$ cat config.mk
export PLATFORM = sky130hd
export DESIGN_NAME = mdio_arb
export DESIGN_NICKNAME = d
export VERILOG_FILES = /design/src/rtl/mdio_arb.sv
export SDC_FILE = /design/constraint.sdc
export NUM_CORES = 1
export LEC_CHECK = 0
export CORE_MARGIN = 4
export CORE_UTILIZATION = 25
export CTS_CLUSTER_DIAMETER = 200
export DETAILED_ROUTE_END_ITERATION = 8
export GPL_ROUTABILITY_DRIVEN = 0
export PLACE_DENSITY = 0.46
export SLEW_MARGIN = 20
export SYNTH_ARGS = -nofsm -noshare
export SYNTH_HDL_FRONTEND = slang
export SYNTH_SLANG_ARGS = --single-unit
$ cat constraint.sdc
create_clock -name clk -period 11.3 [get_ports clk]
set_input_delay 2.26 -clock clk [delete_from_list [all_inputs] [get_ports clk]]
set_output_delay 2.26 -clock clk [all_outputs]
set_load 0.02 [all_outputs]
$ cat src/rtl/mdio_arb.sv
// mdio_arb - round-robin arbiter between NREQ register-access clients and
// the single MDIO driver op interface.
//
// Each client has one request slot. A start pulse is latched only while the
// client is not busy. The arbiter issues one driver op at a time, picking
// the first pending client after the last one granted. It routes the
// completion back to that client. A down-counting watchdog aborts any op
// the driver never finishes.
//
// Ports
//   clk, rst                 clock and asynchronous active-high reset
//   req_exec   [NREQ]        per-client start pulse
//   req_rh_wl  [NREQ]        per-client direction (1 = read, 0 = write)
//   req_addr   [5*NREQ]      client i address at [5i+4:5i]
//   req_wr_data[16*NREQ]     client i write data at [16i+15:16i]
//   req_busy   [NREQ]        client request pending or in flight
//   req_done   [NREQ]        one-cycle completion pulse per client
//   req_err                  valid with req_done, 1 = aborted by watchdog
//   req_rd_data[16]          shared read data, valid with req_done
//   req_rd_ack               shared PHY ack, valid with req_done (0 = ack)
//   op_exec/op_rh_wl/op_addr/op_wr_data   op request to the driver
//   op_done/op_rd_data/op_rd_ack          completion from the driver
//
// state  | meaning
// IDLE   | no op in flight; grant the next pending client if any
// WAIT   | op issued; wait for op_done or watchdog terminal count
module mdio_arb #(
    parameter int NREQ    = 3,
    parameter int TIMEOUT = 1023
) (
    input  logic                 clk,
    input  logic                 rst,
    input  logic [NREQ-1:0]      req_exec,
    input  logic [NREQ-1:0]      req_rh_wl,
    input  logic [5*NREQ-1:0]    req_addr,
    input  logic [16*NREQ-1:0]   req_wr_data,
    output logic [NREQ-1:0]      req_busy,
    output logic [NREQ-1:0]      req_done,
    output logic                 req_err,
    output logic [15:0]          req_rd_data,
    output logic                 req_rd_ack,
    output logic                 op_exec,
    output logic                 op_rh_wl,
    output logic [4:0]           op_addr,
    output logic [15:0]          op_wr_data,
    input  logic                 op_done,
    input  logic [15:0]          op_rd_data,
    input  logic                 op_rd_ack
);

    localparam int              IW       = $clog2(NREQ);
    localparam logic [IW-1:0]   LAST_RST = IW'(NREQ - 1);
    localparam logic [15:0]     TO_LOAD  = 16'(TIMEOUT);

    typedef enum logic {
        S_IDLE,
        S_WAIT
    } state_t;

    state_t          state, state_nxt;

    logic            slot_rh_wl   [NREQ];
    logic [4:0]      slot_addr    [NREQ];
    logic [15:0]     slot_wr_data [NREQ];
    logic [NREQ-1:0] pending;
    logic [NREQ-1:0] take;
    logic [NREQ-1:0] clr;

    logic [IW-1:0]   last_grant, last_grant_nxt;
    logic [IW-1:0]   gnt, gnt_nxt;
    logic [15:0]     cnt, cnt_nxt;

    logic            grant_found;
    logic [IW-1:0]   grant_idx;
    logic [IW-1:0]   cand;

    logic            op_exec_nxt;
    logic            op_rh_wl_nxt;
    logic [4:0]      op_addr_nxt;
    logic [15:0]     op_wr_data_nxt;
    logic [NREQ-1:0] done_nxt;
    logic            err_nxt;
    logic [15:0]     rd_data_nxt;
    logic            rd_ack_nxt;

    // A pulse from a busy client is dropped. Because busy already reads 0
    // in the done cycle, a client can re-issue in that cycle without a
    // set/clear collision on its pending bit.
    assign take     = req_exec & ~pending;
    assign req_busy = pending;

    always_ff @(posedge clk or posedge rst) begin
        if (rst) begin
            for (int i = 0; i < NREQ; i++) begin
                slot_rh_wl[i]   <= 1'b0;
                slot_addr[i]    <= 5'd0;
                slot_wr_data[i] <= 16'd0;
            end
            pending <= '0;
        end else begin
            for (int i = 0; i < NREQ; i++) begin
                if (take[i]) begin
                    slot_rh_wl[i]   <= req_rh_wl[i];
                    slot_addr[i]    <= req_addr[5*i +: 5];
                    slot_wr_data[i] <= req_wr_data[16*i +: 16];
                end
            end
            pending <= (pending & ~clr) | take;
        end
    end

    // Round-robin search starting one past the previous grant.
    always_comb begin
        grant_found = 1'b0;
        grant_idx   = '0;
        cand        = '0;
        for (int k = 1; k <= NREQ; k++) begin
            cand = IW'((int'(last_grant) + k) % NREQ);
            if (!grant_found && pending[cand]) begin
                grant_found = 1'b1;
                grant_idx   = cand;
            end
        end
    end

    always_ff @(posedge clk or posedge rst) begin
        if (rst) begin
            state       <= S_IDLE;
            last_grant  <= LAST_RST;
            gnt         <= '0;
            cnt         <= 16'd0;
            op_exec     <= 1'b0;
            op_rh_wl    <= 1'b0;
            op_addr     <= 5'd0;
            op_wr_data  <= 16'd0;
            req_done    <= '0;
            req_err     <= 1'b0;
            req_rd_data <= 16'd0;
            req_rd_ack  <= 1'b1;
        end else begin
            state       <= state_nxt;
            last_grant  <= last_grant_nxt;
            gnt         <= gnt_nxt;
            cnt         <= cnt_nxt;
            op_exec     <= op_exec_nxt;
            op_rh_wl    <= op_rh_wl_nxt;
            op_addr     <= op_addr_nxt;
            op_wr_data  <= op_wr_data_nxt;
            req_done    <= done_nxt;
            req_err     <= err_nxt;
            req_rd_data <= rd_data_nxt;
            req_rd_ack  <= rd_ack_nxt;
        end
    end

    always_comb begin
        state_nxt      = state;
        last_grant_nxt = last_grant;
        gnt_nxt        = gnt;
        cnt_nxt        = cnt;
        op_exec_nxt    = 1'b0;
        op_rh_wl_nxt   = op_rh_wl;
        op_addr_nxt    = op_addr;
        op_wr_data_nxt = op_wr_data;
        done_nxt       = '0;
        err_nxt        = req_err;
        rd_data_nxt    = req_rd_data;
        rd_ack_nxt     = req_rd_ack;
        clr            = '0;

        unique case (state)
            S_IDLE: begin
                if (grant_found) begin
                    op_exec_nxt    = 1'b1;
                    op_rh_wl_nxt   = slot_rh_wl[grant_idx];
                    op_addr_nxt    = slot_addr[grant_idx];
                    op_wr_data_nxt = slot_wr_data[grant_idx];
                    gnt_nxt        = grant_idx;
                    last_grant_nxt = grant_idx;
                    // Counter sits at TIMEOUT in the op_exec cycle and hits
                    // zero TIMEOUT cycles later, so the abort lands on
                    // req_done TIMEOUT+1 cycles after op_exec.
                    cnt_nxt        = TO_LOAD;
                    state_nxt      = S_WAIT;
                end
            end
            S_WAIT: begin
                // op_done wins over a simultaneous terminal count.
                if (op_done) begin
                    done_nxt[gnt] = 1'b1;
                    err_nxt       = 1'b0;
                    rd_data_nxt   = op_rd_data;
                    rd_ack_nxt    = op_rd_ack;
                    clr[gnt]      = 1'b1;
                    state_nxt     = S_IDLE;
                end else if (cnt == 16'd0) begin
                    done_nxt[gnt] = 1'b1;
                    err_nxt       = 1'b1;
                    rd_data_nxt   = 16'd0;
                    rd_ack_nxt    = 1'b1;
                    clr[gnt]      = 1'b1;
                    state_nxt     = S_IDLE;
                end else begin
                    cnt_nxt = cnt - 16'd1;
                end
            end
            default: state_nxt = S_IDLE;
        endcase
    end

endmodule

Yosys cells after proc, flatten, opt, wreduce, memory -nomap -nowiden
Index checks and enable logic that the tools add are counted. W data, S select, Z words.

Add/subtract/negate cells: 4. Divide/modulo/power cells: 3. Order comparisons: 6. Equality and inequality tests: 3. Muxes and demuxes: 40. Bitwise operators: 7. Reductions and logical operators: 10.

Operator list (count): $mux W16 (7); $mod A32 B3 Y32 const B (3); $bmux W16 S2 (1); $pmux W16 S2 (1); $logic_not A16 Y1 (1); $mux W1 (16); $sub A16 B1 Y16 const B (1); $lt A2 B3 Y1 const B (4); $bmux W5 S2 (1); $mux W5 (2); $mux W3 (3); $bmux W1 S2 (4); $add A2 B2 Y3 const B (2); $and A3 B3 Y3 (2); $mux W2 (3); $ne A2 B2 Y1 const B (3); $not A3 Y3 (2); $reduce_and A2 Y1 (2); $add A2 B1 Y3 const B (1); $ge A3 B3 Y1 const B (1); $logic_and A1 B1 Y1 (3); $not A2 Y3 (1); $or A3 B3 Y3 (1); $reduce_and A3 Y1 (1); 6 further kinds (7).

Register bits after elaboration: 134. Logic and storage cells: 95.

Logic depth before layout (Yosys ltp)
Depth after elaboration: 15. Gate-level depth with buffers: 12.

Worst setup path before layout
Ideal clock, no wire load.

Kind: input-to-reg. Start: input port req_exec[0]. End: register slot_addr[10] (netlist bit). Setup time: 0.125 ns. Arrival time: 3.267 ns. Path slack: 7.908 ns. Stages: 4. Path through: nor2b_1 clkbuf_1 clkbuf_1 mux2_2.

Cells in the longest elaborated chain, start to end: 1.

Ends and longest elaborated chain: start: declaration (RTL line 33) `input logic [NREQ-1:0] req_exec,`; $and A3 B3 Y3 (RTL line 89) `assign take = req_exec & ~pending;`; end signal: indexed assignment (RTL line 104) `slot_addr[i] <= req_addr[5*i +: 5];`; end: declaration (RTL line 63) `logic [4:0] slot_addr [NREQ];`.

Every way passes these cells. A chain may end at the register's enable or synchronous reset.

Final worst setup path
Start: register pending[2] (netlist: req_busy[2]). End: output port req_busy[2].

RTL lines: start: declaration (RTL line 65) `logic [NREQ-1:0] pending;`; start signal: assignment (RTL line 108) `pending <= (pending & ~clr) | take;`; end: declaration (RTL line 37) `output logic [NREQ-1:0] req_busy,`.

No word-level cell between the ends.

==> metrics.txt <==
status=finished clean; port bufs=around 140; skew final=0.00936 ns; Mapped Nets=593; FP Rows=55; Initial Util=between 20% and 30%; Crit path max-delay family=buffers and inverters; Placed Cells=889; area of the core=roughly 0.023 sq mm; max_slew headroom=37.4%; initial antenna violation count=0; Leak Pwr=roughly 3.3 nW; io pins=136; WP buf/inv=1; CP arrival=1.75 ns; P&R area growth vs syn=38.4%; routed wire length=approximately 15,000 microns; Root Driver=clkbuf_16; Post-CTS Setup Bufs=0; minimum clock period=between 4 and 5 ns; Die H=approximately 160 microns; Place WS=a little over 7 ns; htree depth=4; setup_tns=0 ns; largest net degree at the start of global routing=70; RR Endpoint=op_wr_data[10]$_DFFE_PP0P_; fmax=250 MHz; DP HPWL=~11,000 microns; Reg clk slew, reported paths=0.06 ns; startpoint types=flop; Setup CP Type=flop to output pin; met3 usage=approximately 3.9%; maxcap violations=0; global-route wire length before repair=25,000 microns; # clock sinks=133; unrepaired setup endpoints after global routing=no; Worst-Margin Slew=0.937 ns; crit end category=output pin; WL/cell=around 16 microns; Setup Viol. Count Final=0; Detailed Routing Iterations Pass 1=4; Max Slew Vio Count=0; Cell variety after synth=44; Die ar.=about 0.025 sq mm; reg2reg path depth=9; tightest hold margin=0.495 ns; Worst IR Drop VDD=0.000130 V; Power Density=295 mW/mm^2; Hold Crit Class=flop to flop; worst-path cell chain=clkdlybuf4s50_1; Max Fanout on Critical Path=10; flops & latches, synth=133; Reg2Reg Setup Slack=7.40 ns; worst hold path startpoint=req_rd_data[5]$_DFFE_PP0P_; Final Cycle Share=between 30% and 40%; Nets=717; n_diodes=0; post-synthesis sequential area ratio=58.0%; Final WS setup=7.29 ns; clock buffer depth=2; Final Util=a little over a third; DRT antenna net count=0; DIE WIDTH=160 microns; Final Cell Area=0.00795 sq mm; CTS tree=built; post-synthesis cell count=about 500; met1 Use GR=around 16%; CTS buffer count=17; GR Util All Layers=12.3%; CP peak stage delay=0.71 ns; Cell Count, Final, Fillers Out=920; Reg2Reg Launch Point=last_grant[1]$_DFFE_PP1P_; Yosys warning total=0; Min-Delay Endpoint=req_rd_data[5]$_DFFE_PP0P_; slowest stage cell, crit path=clkdlybuf4s50_1; PostCTS Resize Cnt=0; Fin. Hold Viols=0; worst path required time=9.04 ns; share of cells above drive strength 1=14.0%; Worst-Skew Late Latency=0.41 ns; Starting DRT DRC Count=144; Post-CTS Hold Buffers=0; vias per std cell=4.57; gr ovfl total=0; Hold Path Stages=1; Syn Std Cell Area=0.00574 sq mm; vias in the first global route=4,607; GR peak layer=met2; Pwr Total=2.35 mW; syn avg cell area=roughly 12 sq um; GR Layer Usage met2=19.8%; DRC viols=0; Cell Area, Placed=0.00736 sq mm; DR vias=4,200
## worst max path at each step
stage               slack, ns                      start                           end  depth (start not counted)
finish                   7.29      req_busy[2]$_DFF_PP0_                   req_busy[2]                          1
global route             6.96  last_grant[1]$_DFFE_PP1P_     op_wr_data[9]$_DFFE_PP0P_                          9
CTS                      7.25      req_busy[2]$_DFF_PP0_                   req_busy[2]                          1
detailed placement       7.12                        rst  slot_wr_data[28]$_DFFE_PP0P_                          3
global placement         7.18                        rst     slot_addr[13]$_DFFE_PP0P_                          3
floorplan                5.49                        rst            cnt[0]$_DFFE_PP0P_                          1
## where the power goes
group	switching, mW	internal, mW
Sequential	0.121	0.687
Clock	0.197	0.345
Combinational	0.534	0.465
Total	0.852	1.50
## state kept, by name, indices dropped and copies added (netlist names), 2 cells and up
name,flops
last_grant,2
slot_addr,15
slot_rh_wl,3
op_wr_data,16
cnt,16
op_addr,5
req_rd_data,16
req_done,3
req_busy,3
slot_wr_data,48
## cells in the mapped netlist
master	n	area share, %
o22ai_1	1	0.11
o221ai_1	22	3.4
nor3_1	9	0.78
a221oi_1	1	0.15
a31oi_1	2	0.22
nand4_1	1	0.11
a21oi_1	6	0.52
o41ai_1	2	0.31
nand3b_1	1	0.13
clkbuf_1	27	1.8
dfrtp_1	131	57
xnor2_1	12	1.8
a211oi_1	3	0.39
nor4_2	1	0.22
o31ai_1	1	0.13
nor4_1	8	0.87
a22o_1	17	2.6
mux2_2	44	8.6
nor2b_1	4	0.44
inv_1	31	2.0
nor4b_1	1	0.15
or4_1	2	0.26
o211ai_1	2	0.26
or2_2	2	0.22
a32oi_1	1	0.15
buf_2	8	0.70
nor2_1	11	0.72
o22a_1	1	0.15
or2_0	1	0.11
ha_1	5	1.1
nand2b_1	5	0.54
mux2i_1	24	4.2
or4_4	1	0.20
or3_1	7	0.76
and2_1	2	0.22
o21ai_0	26	2.3
dfstp_2	2	0.92
a41oi_1	1	0.15
o21bai_1	3	0.39
nand2_1	66	4.3
nor4bb_1	1	0.17
and3_1	1	0.11
o32ai_1	1	0.15
a211o_1	1	0.15
## cell families (layout without fill, tap and decap cells)
kind of cell	Yosys count	after routing	share of synthesized area, %
DFF	133	133	58.0
buffers and inverters	66	202	4.49
muxes	68	68	12.8
adders and majority gates	5	5	1.09
AOI/OAI and AO/OA	91	91	11.5
and+or+nand+nor	124	124	10.3
xor gates and xnor gates	12	12	1.83
## area by class of cell
type	instances	area, sq um
inverter	31	121
sequential	133	3330
fill	2226	14700
clock inverter	9	101
tap	285	357
multi-input combinational	300	2170
timing repair buffer	140	1390
clock buffer	22	484
## layout by cell type, fill, tap and decap left out, types with 11 or more instances in the layout
cell type / n
clkdlybuf4s50_1: 135
dfrtp_1: 131
nand2_1: 66
mux2_2: 44
inv_1: 30
o21ai_0: 26
mux2i_1: 24
o221ai_1: 22
a22o_1: 17
clkbuf_16: 17
xnor2_1: 12
nor2_1: 11
## routing by layer
metal	part of all wire, %	routed length (microns)	up-vias
met3	5.3	804	17
li1	-	-	2011
met2	48	7240	129
met5	0	0	-
met4	1.5	226	0
met1	45	6900	2043
Note: power is estimated with default switching activity, not from simulation.
